===== src/rtl/module_serial_subtractor.sv =====
// Bit-serial subtractor: S = A - B (mod 2^ANCHO), LSB-first, one full-subtractor
// cell plus a borrow flop, with valid/ready handshakes on both operand and result sides.
module module_serial_subtractor #(
    parameter int ANCHO = 8
) (
    input  logic             clk_i,
    input  logic             rst_n_i,
    input  logic             valid_i,
    output logic             ready_o,
    input  logic [ANCHO-1:0] A_i,
    input  logic [ANCHO-1:0] B_i,
    output logic             valid_o,
    input  logic             ready_i,
    output logic [ANCHO-1:0] S_o,
    output logic             borrow_o,
    output logic             overflow_o
);

    localparam int CNT_W = $clog2(ANCHO);
    localparam logic [CNT_W-1:0] CNT_LAST = CNT_W'(ANCHO - 1);

    typedef enum logic [1:0] {
        ST_IDLE = 2'd0,
        ST_RUN  = 2'd1,
        ST_DONE = 2'd2
    } state_t;

    // Full-subtractor cell: returns {borrow_out, difference}.
    function automatic logic [1:0] full_sub(input logic a, input logic b, input logic br);
        logic d;
        logic bo;
        d  = a ^ b ^ br;
        bo = (~a & b) | (~(a ^ b) & br);
        return {bo, d};
    endfunction

    state_t            state_r;
    state_t            state_next_s;
    logic [ANCHO-1:0]  a_sr_r;
    logic [ANCHO-1:0]  b_sr_r;
    logic [ANCHO-1:0]  result_r;
    logic [CNT_W-1:0]  cnt_r;
    logic              borrow_r;
    logic              a_msb_r;
    logic              b_msb_r;
    logic              overflow_r;
    logic [1:0]        fs_s;
    logic              accept_s;
    logic              last_bit_s;

    assign fs_s       = full_sub(a_sr_r[0], b_sr_r[0], borrow_r);
    assign accept_s   = valid_i && (state_r == ST_IDLE);
    assign last_bit_s = (state_r == ST_RUN) && (cnt_r == CNT_LAST);

    // State register.
    always_ff @(posedge clk_i or negedge rst_n_i) begin
        if (!rst_n_i) begin
            state_r <= ST_IDLE;
        end else begin
            state_r <= state_next_s;
        end
    end

    // Next-state decode.
    always_comb begin
        state_next_s = state_r;
        case (state_r)
            ST_IDLE: begin
                if (valid_i) begin
                    state_next_s = ST_RUN;
                end else begin
                    state_next_s = ST_IDLE;
                end
            end
            ST_RUN: begin
                if (cnt_r == CNT_LAST) begin
                    state_next_s = ST_DONE;
                end else begin
                    state_next_s = ST_RUN;
                end
            end
            ST_DONE: begin
                if (ready_i) begin
                    state_next_s = ST_IDLE;
                end else begin
                    state_next_s = ST_DONE;
                end
            end
            default: state_next_s = ST_IDLE;
        endcase
    end

    // Datapath: operand shift registers, result register, borrow flop, counter.
    always_ff @(posedge clk_i or negedge rst_n_i) begin
        if (!rst_n_i) begin
            a_sr_r     <= {ANCHO{1'b0}};
            b_sr_r     <= {ANCHO{1'b0}};
            result_r   <= {ANCHO{1'b0}};
            cnt_r      <= {CNT_W{1'b0}};
            borrow_r   <= 1'b0;
            a_msb_r    <= 1'b0;
            b_msb_r    <= 1'b0;
            overflow_r <= 1'b0;
        end else if (accept_s) begin
            a_sr_r     <= A_i;
            b_sr_r     <= B_i;
            result_r   <= {ANCHO{1'b0}};
            cnt_r      <= {CNT_W{1'b0}};
            borrow_r   <= 1'b0;
            a_msb_r    <= A_i[ANCHO-1];
            b_msb_r    <= B_i[ANCHO-1];
            overflow_r <= 1'b0;
        end else if (state_r == ST_RUN) begin
            // New difference bit enters at the MSB so the LSB ends up at bit 0.
            result_r <= {fs_s[0], result_r[ANCHO-1:1]};
            a_sr_r   <= {1'b0, a_sr_r[ANCHO-1:1]};
            b_sr_r   <= {1'b0, b_sr_r[ANCHO-1:1]};
            borrow_r <= fs_s[1];
            if (last_bit_s) begin
                cnt_r      <= cnt_r;
                overflow_r <= (a_msb_r != b_msb_r) && (fs_s[0] != a_msb_r);
            end else begin
                cnt_r      <= cnt_r + CNT_W'(1);
                overflow_r <= overflow_r;
            end
        end else begin
            a_sr_r     <= a_sr_r;
            b_sr_r     <= b_sr_r;
            result_r   <= result_r;
            cnt_r      <= cnt_r;
            borrow_r   <= borrow_r;
            a_msb_r    <= a_msb_r;
            b_msb_r    <= b_msb_r;
            overflow_r <= overflow_r;
        end
    end

    assign ready_o    = (state_r == ST_IDLE);
    assign valid_o    = (state_r == ST_DONE);
    assign S_o        = result_r;
    assign borrow_o   = borrow_r;
    assign overflow_o = overflow_r;

endmodule


===== config.mk =====
export PLATFORM = sky130hd
export DESIGN_NAME = module_serial_subtractor
export DESIGN_NICKNAME = d
export VERILOG_FILES = /design/src/rtl/module_serial_subtractor.sv
export SDC_FILE = /design/constraint.sdc
export NUM_CORES = 1
export LEC_CHECK = 0
export ABC_AREA = 1
export CAP_MARGIN = 25
export CORE_AREA = 4 4 71 53
export CTS_BUF_LIST = sky130_fd_sc_hd__clkbuf_4 sky130_fd_sc_hd__clkbuf_8 sky130_fd_sc_hd__clkbuf_16
export DETAILED_ROUTE_END_ITERATION = 16
export DIE_AREA = 0 0 75 57
export GPL_ROUTABILITY_DRIVEN = 0
export PLACE_DENSITY = 0.82
export SLEW_MARGIN = 20
export SYNTH_ARGS = -nofsm -noshare
export SYNTH_HDL_FRONTEND = slang
export SYNTH_SLANG_ARGS = --single-unit

===== constraint.sdc =====
create_clock -name clk_i -period 1.69 [get_ports clk_i]
set_input_delay 0.338 -clock clk_i [delete_from_list [all_inputs] [get_ports clk_i]]
set_output_delay 0.338 -clock clk_i [all_outputs]
set_load 0.02 [all_outputs]

==> summary.txt, run 1 <==
Outcome
  • Status: complete, no violations

Finish
  • Diodes inserted: 0
  • Multi-input logic area: between 500 and 600 sq um
  • Most frequent cells in the layout: nand2_1 (60), dfrtp_1 (32), clkdlybuf4s50_1 (28)
  • P&R area growth vs syn: 28.5%
  • Fillcell total: about 250
  • Commonest non-fill, non-tap cell in the layout: nand2_1
  • Layout cells sized above 1: 13.7%
  • Register area: 827 sq um
  • Fin nets: 220

Yosys
  • EDFF count, synth: 0
  • Count of different cell masters after synthesis: 21
  • Synth top area share: 55.1%
  • Sequential-to-total area share from yosys stat: 55.1%
  • Synthesized area: ~1500 sq um
  • YS warnings: 0
  • Syn Nets: 183
  • Yosys top cell by area: dfrtp_1
  • Top FF cell, synth: dfrtp_1
  • FFs w/ async S/R, synth: 100%
  • Syn Area/Cell: 9.37 sq um
  • Synth Instances: 160
  • Synth top area cells: dfrtp_1 (55%), nand2_1 (15%), nand3_2 (5.3%)
  • Post-synthesis register bit count: 33

Routing
  • Antenna viol nets, final: 0
  • Drt wl/cell: 13.3 um
  • Total Wirelength: 3130 um
  • Initial drt markers: 46
  • Remaining DRCs: 0
  • Via Count: 1,171
  • DR vias/cell: 4.98
  • TritonRoute pass-1 iters: 5

Floorplan
  • Die W: 75 um
  • Initial Util: 48.6%
  • Die Ht: 57 um
  • Site Rows: 17
  • Core area: 3080 sq um
  • Die area: roughly 4300 sq um
  • I/O Pins: 32

Clock tree
  • CTS max path bufs: 2
  • Clock-pin slew on the worst setup and hold paths: roughly 0.060 ns
  • TritonCTS clock tree: built
  • CTS Root Buffer Type: clkbuf_8
  • CTS hold repair buffers: 0
  • Worst skew pair latency: 0.28 ns
  • H-tree levels: 2
  • CTS Buf Count: 5
  • CTS Sinks: 33
  • Post-CTS Setup Bufs: 0

Setup path
  • R2r startpoint: state_r[0]
  • Kind of critical path: reg2out
  • Total stage count of the critical path: 1
  • Crit path max-delay cell type: clkdlybuf4s50_1
  • Worst R2R End: cnt_r[0]
  • CP peak stage delay: 0.62 ns
  • Critical path required time: between 1 and 1.5 ns
  • Setup crit end: S_o[1]
  • Reg2Reg Depth: 6
  • Register-to-Register Setup Slack: 0.25 ns
  • Worst Path Buf+Inv: 1
  • Startpoint type of the worst setup path: flip-flop
  • Crit path max fanout: 2
  • Crit path launch: S_o[1]
  • Critical Path AT: 1.27 ns
  • Critical Path End Type: output port
  • Worst path top cell family by delay: buffers and inverters
  • Crit-path cells: clkdlybuf4s50_1

GRT
  • Met3 usage: 6.34%
  • Most Used Layer, Global Route: met2
  • Total gr overflow: 0
  • Met2 Use GR: 27.3%
  • Vias in the first global route: 1,270
  • Initial antenna violation count: 0
  • Largest net degree at the start of global routing: 34
  • First-pass GRT wire length: 5280 um
  • Met1 Usage GRT: a little under a fifth
  • GR Util All Layers: roughly 16%

Job
  • Max-cap violations: 0

Timing
  • Fin Clk Skew: about 0.0027 ns
  • Tmin final: 1.61 ns
  • Maximum clock rate: 622 MHz
  • Slew @ Worst Pin: 0.486 ns
  • Final Setup Violations: 0
  • RSZ-0062 raised after global routing: false
  • Final worst-path cycle share: 95.1%
  • Slew headroom: 67.5%
  • Final Max Slew Viols: 0
  • Fin. Hold Viols: 0
  • Setup TNS: 0 ns

Placement
  • Number of port buffers: 31
  • DP Wirelength: roughly 2300 um

Power
  • Peak VDD IR: 1110 uV
  • PwrDens: 1760 nW/um^2
  • Static Leak: ~0.97 nW
  • Pwr Total: roughly 3.4 mW

Min path
  • Hold Crit Class: in2async
==> Yosys cell counts (2+ instances only) <==
library cell   n
ha_1           2
inv_2          2
buf_6          2
inv_1         14
nand3_2        8
nand2_1       60
o21ai_0        5
nand3_1       11
nor2_1         5
nor2_4         2
dfrtp_1       33
o22ai_1        7
==> registers in the layout, summed over array words and instances (netlist names) <==
| register | flops |
|---|---|
| borrow_o | 1 |
| state_r | 2 |
| S_o | 8 |
| a_sr_r | 8 |
| b_msb_r | 1 |
| overflow_o | 1 |
| a_msb_r | 1 |
| b_sr_r | 8 |
| cnt_r | 3 |
==> timing repair <==
| action | 4_1_cts | 5_1_grt |
|---|---|---|
| gates cloned | 0 | 0 |
| pin swaps | 0 | 0 |
| resized for setup | 3 | 1 |
| endpoints found under the setup margin | 2 | 1 |
==> logic make-up (layout without fill, tap and decap cells) <==
group / after synthesis / after routing / synth area share (%)
flip-flops: 33 / 33 / 55.1
AND/OR/NAND/NOR: 89 / 89 / 28.3
buffers and inverters: 21 / 58 / 7.43
adder cells (fa/ha/maj): 3 / 3 / 3.00
AO/OA/AOI/OAI: 14 / 14 / 6.18
==> per-stage QoR <==
step / instances / cell area [sq um] / hold WS (ns) / utilization (%) / worst slack, ns
2_1_floorplan: 160 / 1500 / 0.0424 / - / 0.332
3_3_place_gp: 228 / 1830 / 0.465 / 59.5 / 0.0619
3_5_place_dp: 228 / 1830 / 0.466 / 59.5 / 0.0188
4_1_cts: 235 / 1920 / 0.477 / 62.4 / 0.00658
5_1_grt: 235 / 1930 / 0.503 / 62.4 / 0.0337
6_report: 235 / 1930 / 0.464 / 62.4 / 0.0832
==> where the power goes <==
part,internal [mW],switching [mW]
Combinational,0.604,0.854
Sequential,1.12,0.207
Clock,0.339,0.260
Total,2.07,1.32
==> metal layers <==
| metal | vias to the layer above | routed length, um | part of all wire [%] |
|---|---|---|---|
| met1 | 559 | 1430 | 46 |
| met5 | - | 0 | 0 |
| met2 | 29 | 1510 | 48 |
| li1 | 579 | - | - |
| met4 | 0 | 27 | 0.86 |
| met3 | 4 | 161 | 5.1 |
==> layout make-up <==
| cell class | instances | area share [%] |
|---|---|---|
| Sequential cell | 33 | 42.9 |
| Multi-Input combinational cell | 106 | 29.2 |
| Timing Repair Buffer | 34 | 17.3 |
| Clock buffer | 7 | 4.68 |
| Inverter | 17 | 3.44 |
| Tap cell | 38 | 2.47 |
==> worst min path at each step <==
stage                    from  depth (start not counted)  slack, ns         end
finish                rst_n_i                          2       0.46  state_r[1]
global route          rst_n_i                          2       0.50  state_r[1]
CTS                   rst_n_i                          2       0.48  state_r[0]
detailed placement  b_sr_r[7]                          2       0.47   b_sr_r[7]
global placement    b_sr_r[7]                          2       0.47   b_sr_r[7]
floorplan             rst_n_i                          0       0.04      S_o[0]
Power figures use the tool's default switching activity.
==> run 2, diff against run 1 <==
--- a/config.mk
+++ b/config.mk
@@ -9,6 +9,6 @@
 export CAP_MARGIN = 25
-export CORE_AREA = 4 4 71 53
+export CORE_AREA = 2 2 69 51
 export CTS_BUF_LIST = sky130_fd_sc_hd__clkbuf_4 sky130_fd_sc_hd__clkbuf_8 sky130_fd_sc_hd__clkbuf_16
 export DETAILED_ROUTE_END_ITERATION = 16
-export DIE_AREA = 0 0 75 57
+export DIE_AREA = 0 0 71 53
 export GPL_ROUTABILITY_DRIVEN = 0
==> constraint.sdc (replaced) <==
create_clock -name clk_i -period 1.69 [get_ports clk_i]
set_input_delay 0.2535 -clock clk_i [delete_from_list [all_inputs] [get_ports clk_i]]
set_output_delay 0.2535 -clock clk_i [all_outputs]
set_load 0.02 [all_outputs]
==> summary.txt, run 2 (synthesized netlist as in run 1, its figures left out) <==
GRT
  • Largest net degree at the start of global routing: 34 (unchanged)
  • Most Used Layer, Global Route: met2
  • First-pass GRT wire length: 5320 um (+0.78%)
  • Initial antenna violation count: 0 (unchanged)
  • Met2 Use GR: 29.8% (+2.5 points)
  • Total gr overflow: 0 (unchanged)
  • Met3 usage: 9.14% (+2.8 points)
  • Vias in the first global route: 1,161 (-8.6%)
  • GR Util All Layers: 19.3% (+3.3 points)
  • Met1 Usage GRT: 23.5% (+4.4 points)

Timing
  • Final setup margin: 0.119 ns (+0.0362 ns)
  • Fin Clk Skew: 0.00218 ns (-0.000543 ns)
  • Tmin final: 1.57 ns (-0.0362 ns)
  • Fin. Hold Viols: 0 (unchanged)
  • Slew headroom: 72.9% (+5.4 points)
  • Setup TNS: 0 ns (unchanged)
  • RSZ-0062 raised after global routing: false
  • Final worst-path cycle share: 92.9% (-2.1 points)
  • Final Setup Violations: 0 (unchanged)
  • Maximum clock rate: 637 MHz (+2.3%)
  • Final Max Slew Viols: 0 (unchanged)
  • Hold WS: 0.374 ns (-0.0901 ns)
  • Slew @ Worst Pin: 0.407 ns (-0.0788 ns)

Finish
  • Most frequent cells in the layout: nand2_1 (60), dfrtp_1 (32), clkdlybuf4s50_1 (29)
  • Fillcell total: 248 (-1.2%)
  • Layout cells sized above 1: 13.7% (unchanged)
  • Diodes inserted: 0 (unchanged)
  • Register area: 827 sq um (unchanged)
  • Multi-input logic area: 562 sq um (unchanged)
  • Commonest non-fill, non-tap cell in the layout: nand2_1
  • P&R area growth vs syn: 28.3%
  • Fin nets: 220 (unchanged)

Setup path
  • Worst path top cell family by delay: buffers and inverters
  • Startpoint type of the worst setup path: flip-flop
  • Critical path required time: 1.44 ns (+0.09 ns)
  • Worst Path Buf+Inv: 1 (unchanged)
  • Kind of critical path: reg2out
  • Register-to-Register Setup Slack: 0.30 ns (+0.05 ns)
  • Critical Path End Type: output port
  • Crit path max fanout: 3 (+1)
  • Crit path max-delay cell type: clkdlybuf4s50_1
  • Crit-path cells: clkdlybuf4s50_1
  • Critical Path AT: 1.32 ns (+0.05 ns)
  • CP peak stage delay: 0.63 ns (about the same)

Routing
  • TritonRoute pass-1 iters: 4 (-1)
  • Total Wirelength: 3040 um (-2.7%)
  • Initial drt markers: 95 (+110%)
  • Remaining DRCs: 0 (unchanged)
  • Via Count: 1,165 (-0.51%)
  • Antenna viol nets, final: 0 (unchanged)
  • DR vias/cell: 4.96 (-0.51%)
  • Drt wl/cell: 12.9 um (-2.7%)

Power
  • PwrDens: 1750 nW/um^2 (-0.41%)
  • Peak VDD IR: 1270 uV (+15%)
  • Static Leak: 0.960 nW (-1.2%)
  • Pwr Total: 3.37 mW (-0.54%)

Clock tree
  • CTS hold repair buffers: 0 (unchanged)
  • CTS Buf Count: 5 (unchanged)
  • CTS Root Buffer Type: clkbuf_8
  • H-tree levels: 2 (unchanged)
  • Post-CTS Setup Bufs: 0 (unchanged)
  • Worst skew pair latency: 0.28 ns (about the same)
  • CTS Sinks: 33 (unchanged)
  • CTS max path bufs: 2 (unchanged)
  • Clock-pin slew on the worst setup and hold paths: 0.06 ns (about the same)
  • TritonCTS clock tree: built

Min path
  • Hold Crit Class: in2async

Floorplan
  • Site Rows: 17 (unchanged)
  • Initial Util: 48.6% (unchanged)
  • Die Ht: 53 um (-7.0%)
  • Core area: 3080 sq um (unchanged)
  • I/O Pins: 32 (unchanged)
  • Die area: 3760 sq um (-12%)
  • Die W: 71 um (-5.3%)

Placement
  • Number of port buffers: 31 (unchanged)
  • Setup WS pre-CTS: 0.140 ns (+0.121 ns)
  • DP Wirelength: 2210 um (-3.1%)

Job
  • Max-cap violations: 0 (unchanged)

Outcome
  • Status: complete, no violations
run 2: changes by cell type in the layout (fill, tap and decap cells not counted), sizes merged:
cell	change
clkdlybuf4s50	+1
dlymetal6s2s	-1
run 2: final cells by class:
class | instances | area share [%]
Sequential cell | 33 | 43.0
Multi-Input combinational cell | 106 | 29.2
Tap cell | 38 | 2.47
Clock buffer | 7 | 4.68
Inverter | 17 | 3.45
Timing Repair Buffer | 34 | 17.2
run 2: what timing repair did:
item | CTS | global route
endpoints found under the hold margin | 0 | 0
endpoints found under the setup margin | 2 | 0
resized for setup | 3 | 0
run 2: worst paths after layout:
path                                 from    endpoint  depth (start not counted)
worst max-delay path             borrow_o    borrow_o                          1
worst min-delay path              rst_n_i    cnt_r[0]                          2
worst max register to register   borrow_o  overflow_o                          5
worst min register to register  b_sr_r[7]   b_sr_r[7]                          2
max in group asynchronous         rst_n_i  state_r[1]                          2
min in group clk_i              b_sr_r[7]   b_sr_r[7]                          2
run 2: metrics by stage:
stage / cells / instance area (sq um) / util, %
2_1_floorplan: 160 / 1500 / -
3_3_place_gp: 228 / 1830 / 59.5
3_5_place_dp: 228 / 1830 / 59.5
4_1_cts: 235 / 1920 / 62.4
5_1_grt: 235 / 1920 / 62.4
6_report: 235 / 1920 / 62.4
run 2: power by group:
| part | internal (mW) | switching [mW] |
|---|---|---|
| sequential | 1.12 | 0.216 |
| clock | 0.339 | 0.266 |
| combinational | 0.614 | 0.812 |
run 2: routing by layer:
layer / part of all wire, % / vias up
met1: 44 / 548
li1: - / 584
met5: 0 / -
met3: 7.3 / 6
met2: 48 / 27
met4: 1.5 / 0
==> RTL change, RTL diff (flow settings as in run 2) <==
Make the reset (`rst_n_i`) synchronous in 2 clocked blocks.
--- a/src/rtl/module_serial_subtractor.sv
+++ b/src/rtl/module_serial_subtractor.sv
@@ -53,7 +53,7 @@
     assign last_bit_s = (state_r == ST_RUN) && (cnt_r == CNT_LAST);
 
     // State register.
-    always_ff @(posedge clk_i or negedge rst_n_i) begin
+    always_ff @(posedge clk_i) begin
         if (!rst_n_i) begin
             state_r <= ST_IDLE;
         end else begin
@@ -91,7 +91,7 @@
     end
 
     // Datapath: operand shift registers, result register, borrow flop, counter.
-    always_ff @(posedge clk_i or negedge rst_n_i) begin
+    always_ff @(posedge clk_i) begin
         if (!rst_n_i) begin
             a_sr_r     <= {ANCHO{1'b0}};
             b_sr_r     <= {ANCHO{1'b0}};
Formal check against the unedited RTL: differs if rst_n_i is asserted again (counterexample within 4 cycles, from zero or initial values and one cycle with rst_n_i low); with rst_n_i held inactive, the same outputs for 10 cycles.
==> RTL change against run 2 <==
Critical path depth unchanged. Final cell count rose by 28%. Critical endpoint unchanged. Final area grew 6.9%. Wire length grew 14%. Synthesized area increased by 6.5%. Worst setup slack improved by 34 ps. Sequential cell count stayed put.
Power is not compared: it rests on default switching activity, and its combinational part moved more than twofold at a synthesized area within 25%.
==> RTL change: results (changes against run 2) <==
| Metric | Value |
|---|---|
| Drt first-iter violations | `113 (+19%)` |
| Largest net degree at the start of global routing | `17 (-50%)` |
| Worst-margin pin slew | `337 ps (-70.1 ps)` |
| GRT Util Overall | `0.212 (+0.0183)` |
| FILL cells | `288 (+16%)` |
| Sequential area share after synthesis | `0.414 (-0.137)` |
| Top cells by count, synth | `75 x nand2_1, 33 x dfxtp_1, 29 x nand3_1, 24 x inv_1, 14 x a21oi_1` |
| Max IR drop VDD | `599 uV` |
| First-pass GRT wire length | `6010 microns (+13%)` |
| Vias in the first global route | `1366 (+18%)` |
| Post-synthesis adder-cell area fraction | `0.0361 (+0.00600)` |
| Wirelength per Cell | `11.6 microns (-10%)` |
| Complex-gate fraction of the synthesized area | `0.117 (+0.0550)` |
| Type of the most critical hold path | `register to register` |
| Status | `finished clean` |
| Main synth FF type | `dfxtp_1` |
| Post-synth ARST share | `0 (-1.00)` |
| Share of cells above drive strength 1 | `0.145 (+0.00798)` |
| DR vias/cell | `4.99 (+0.59%)` |
| Antenna diodes | `0 (unchanged)` |
| Placed Area | `1960 sq um (+6.7%)` |
| Setup Skew | `6.84 ps (+4.66 ps)` |
| Top post-synthesis cells by area | `dfxtp_1 41%, nand2_1 18%, nand3_1 9.1%` |
| Most frequent cell after synthesis | `nand2_1` |
| Count of different cell masters after synthesis | `22 (+4.8%)` |
==> RTL change: final timing paths <==
path / to / startpoint / cells past startpoint / slack (ps)
max reg2reg: overflow_o / state_r[0] / 7 / 230
min reg2reg: b_sr_r[7] / b_sr_r[7] / 2 / 460
max: borrow_o / borrow_o / 1 / 150
min: b_sr_r[7] / b_sr_r[7] / 2 / 460
==> RTL change: metal layers <==
metal	wire length [microns]	global-route usage
met3	198	0.0705
met4	89	0.0943
met2	1540	0.330
met5	0	0
met1	1650	0.269
==> RTL change: area by class of cell <==
cell class                      instances  share of cell area
Multi-Input combinational cell        153               0.371
Sequential cell                        33               0.321
Timing Repair Buffer                   41               0.186
Inverter                               27              0.0493
Clock buffer                            7              0.0469
Tap cell                               38              0.0231
Clock inverter                          1             0.00243
==> RTL change: cells by family (layout without fill, tap and decap cells) <==
group                      after synthesis  in the layout
AOI/OAI and AO/OA                       29             29
and+or+nand+nor                        120            120
buffers and inverters                   37             76
DFF                                     33             33
adders and majority gates                4              4
==> RTL change: tightest hold or removal path: cells and delay by family (launching register included) <==
| family | cells | cell delay (ps) |
|---|---|---|
| and+or+nand+nor | 1 | 60 |
| AOI/OAI and AO/OA | 1 | 50 |
| DFF | 1 | 310 |
==> RTL change: what timing repair did <==
item	CTS	global route
gates resized for setup	2	0
hold endpoints to repair	0	0
setup endpoints to repair	2	0
==> RTL change: power by group through the flow <==
| stage | logic [uW] | registers, uW | clock network [uW] |
|---|---|---|---|
| final | 267 | 841 | 661 |
| after global routing | 301 | 844 | 703 |
| after CTS | 268 | 840 | 668 |
| after detailed placement | 267 | 858 | 0 |
| after global placement | 261 | 857 | 0 |
| after floorplan | 172 | 856 | 0 |
==> RTL change: metrics by stage <==
step	power, uW	setup WS, ps	hold WS [ps]	util	std cells
2_1_floorplan	1030	339	413	-	223
3_3_place_gp	1120	164	450	0.634	292
3_5_place_dp	1120	113	454	0.634	292
4_1_cts	1780	136	463	0.667	300
5_1_grt	1850	103	486	0.667	300
6_report	1770	154	463	0.667	300
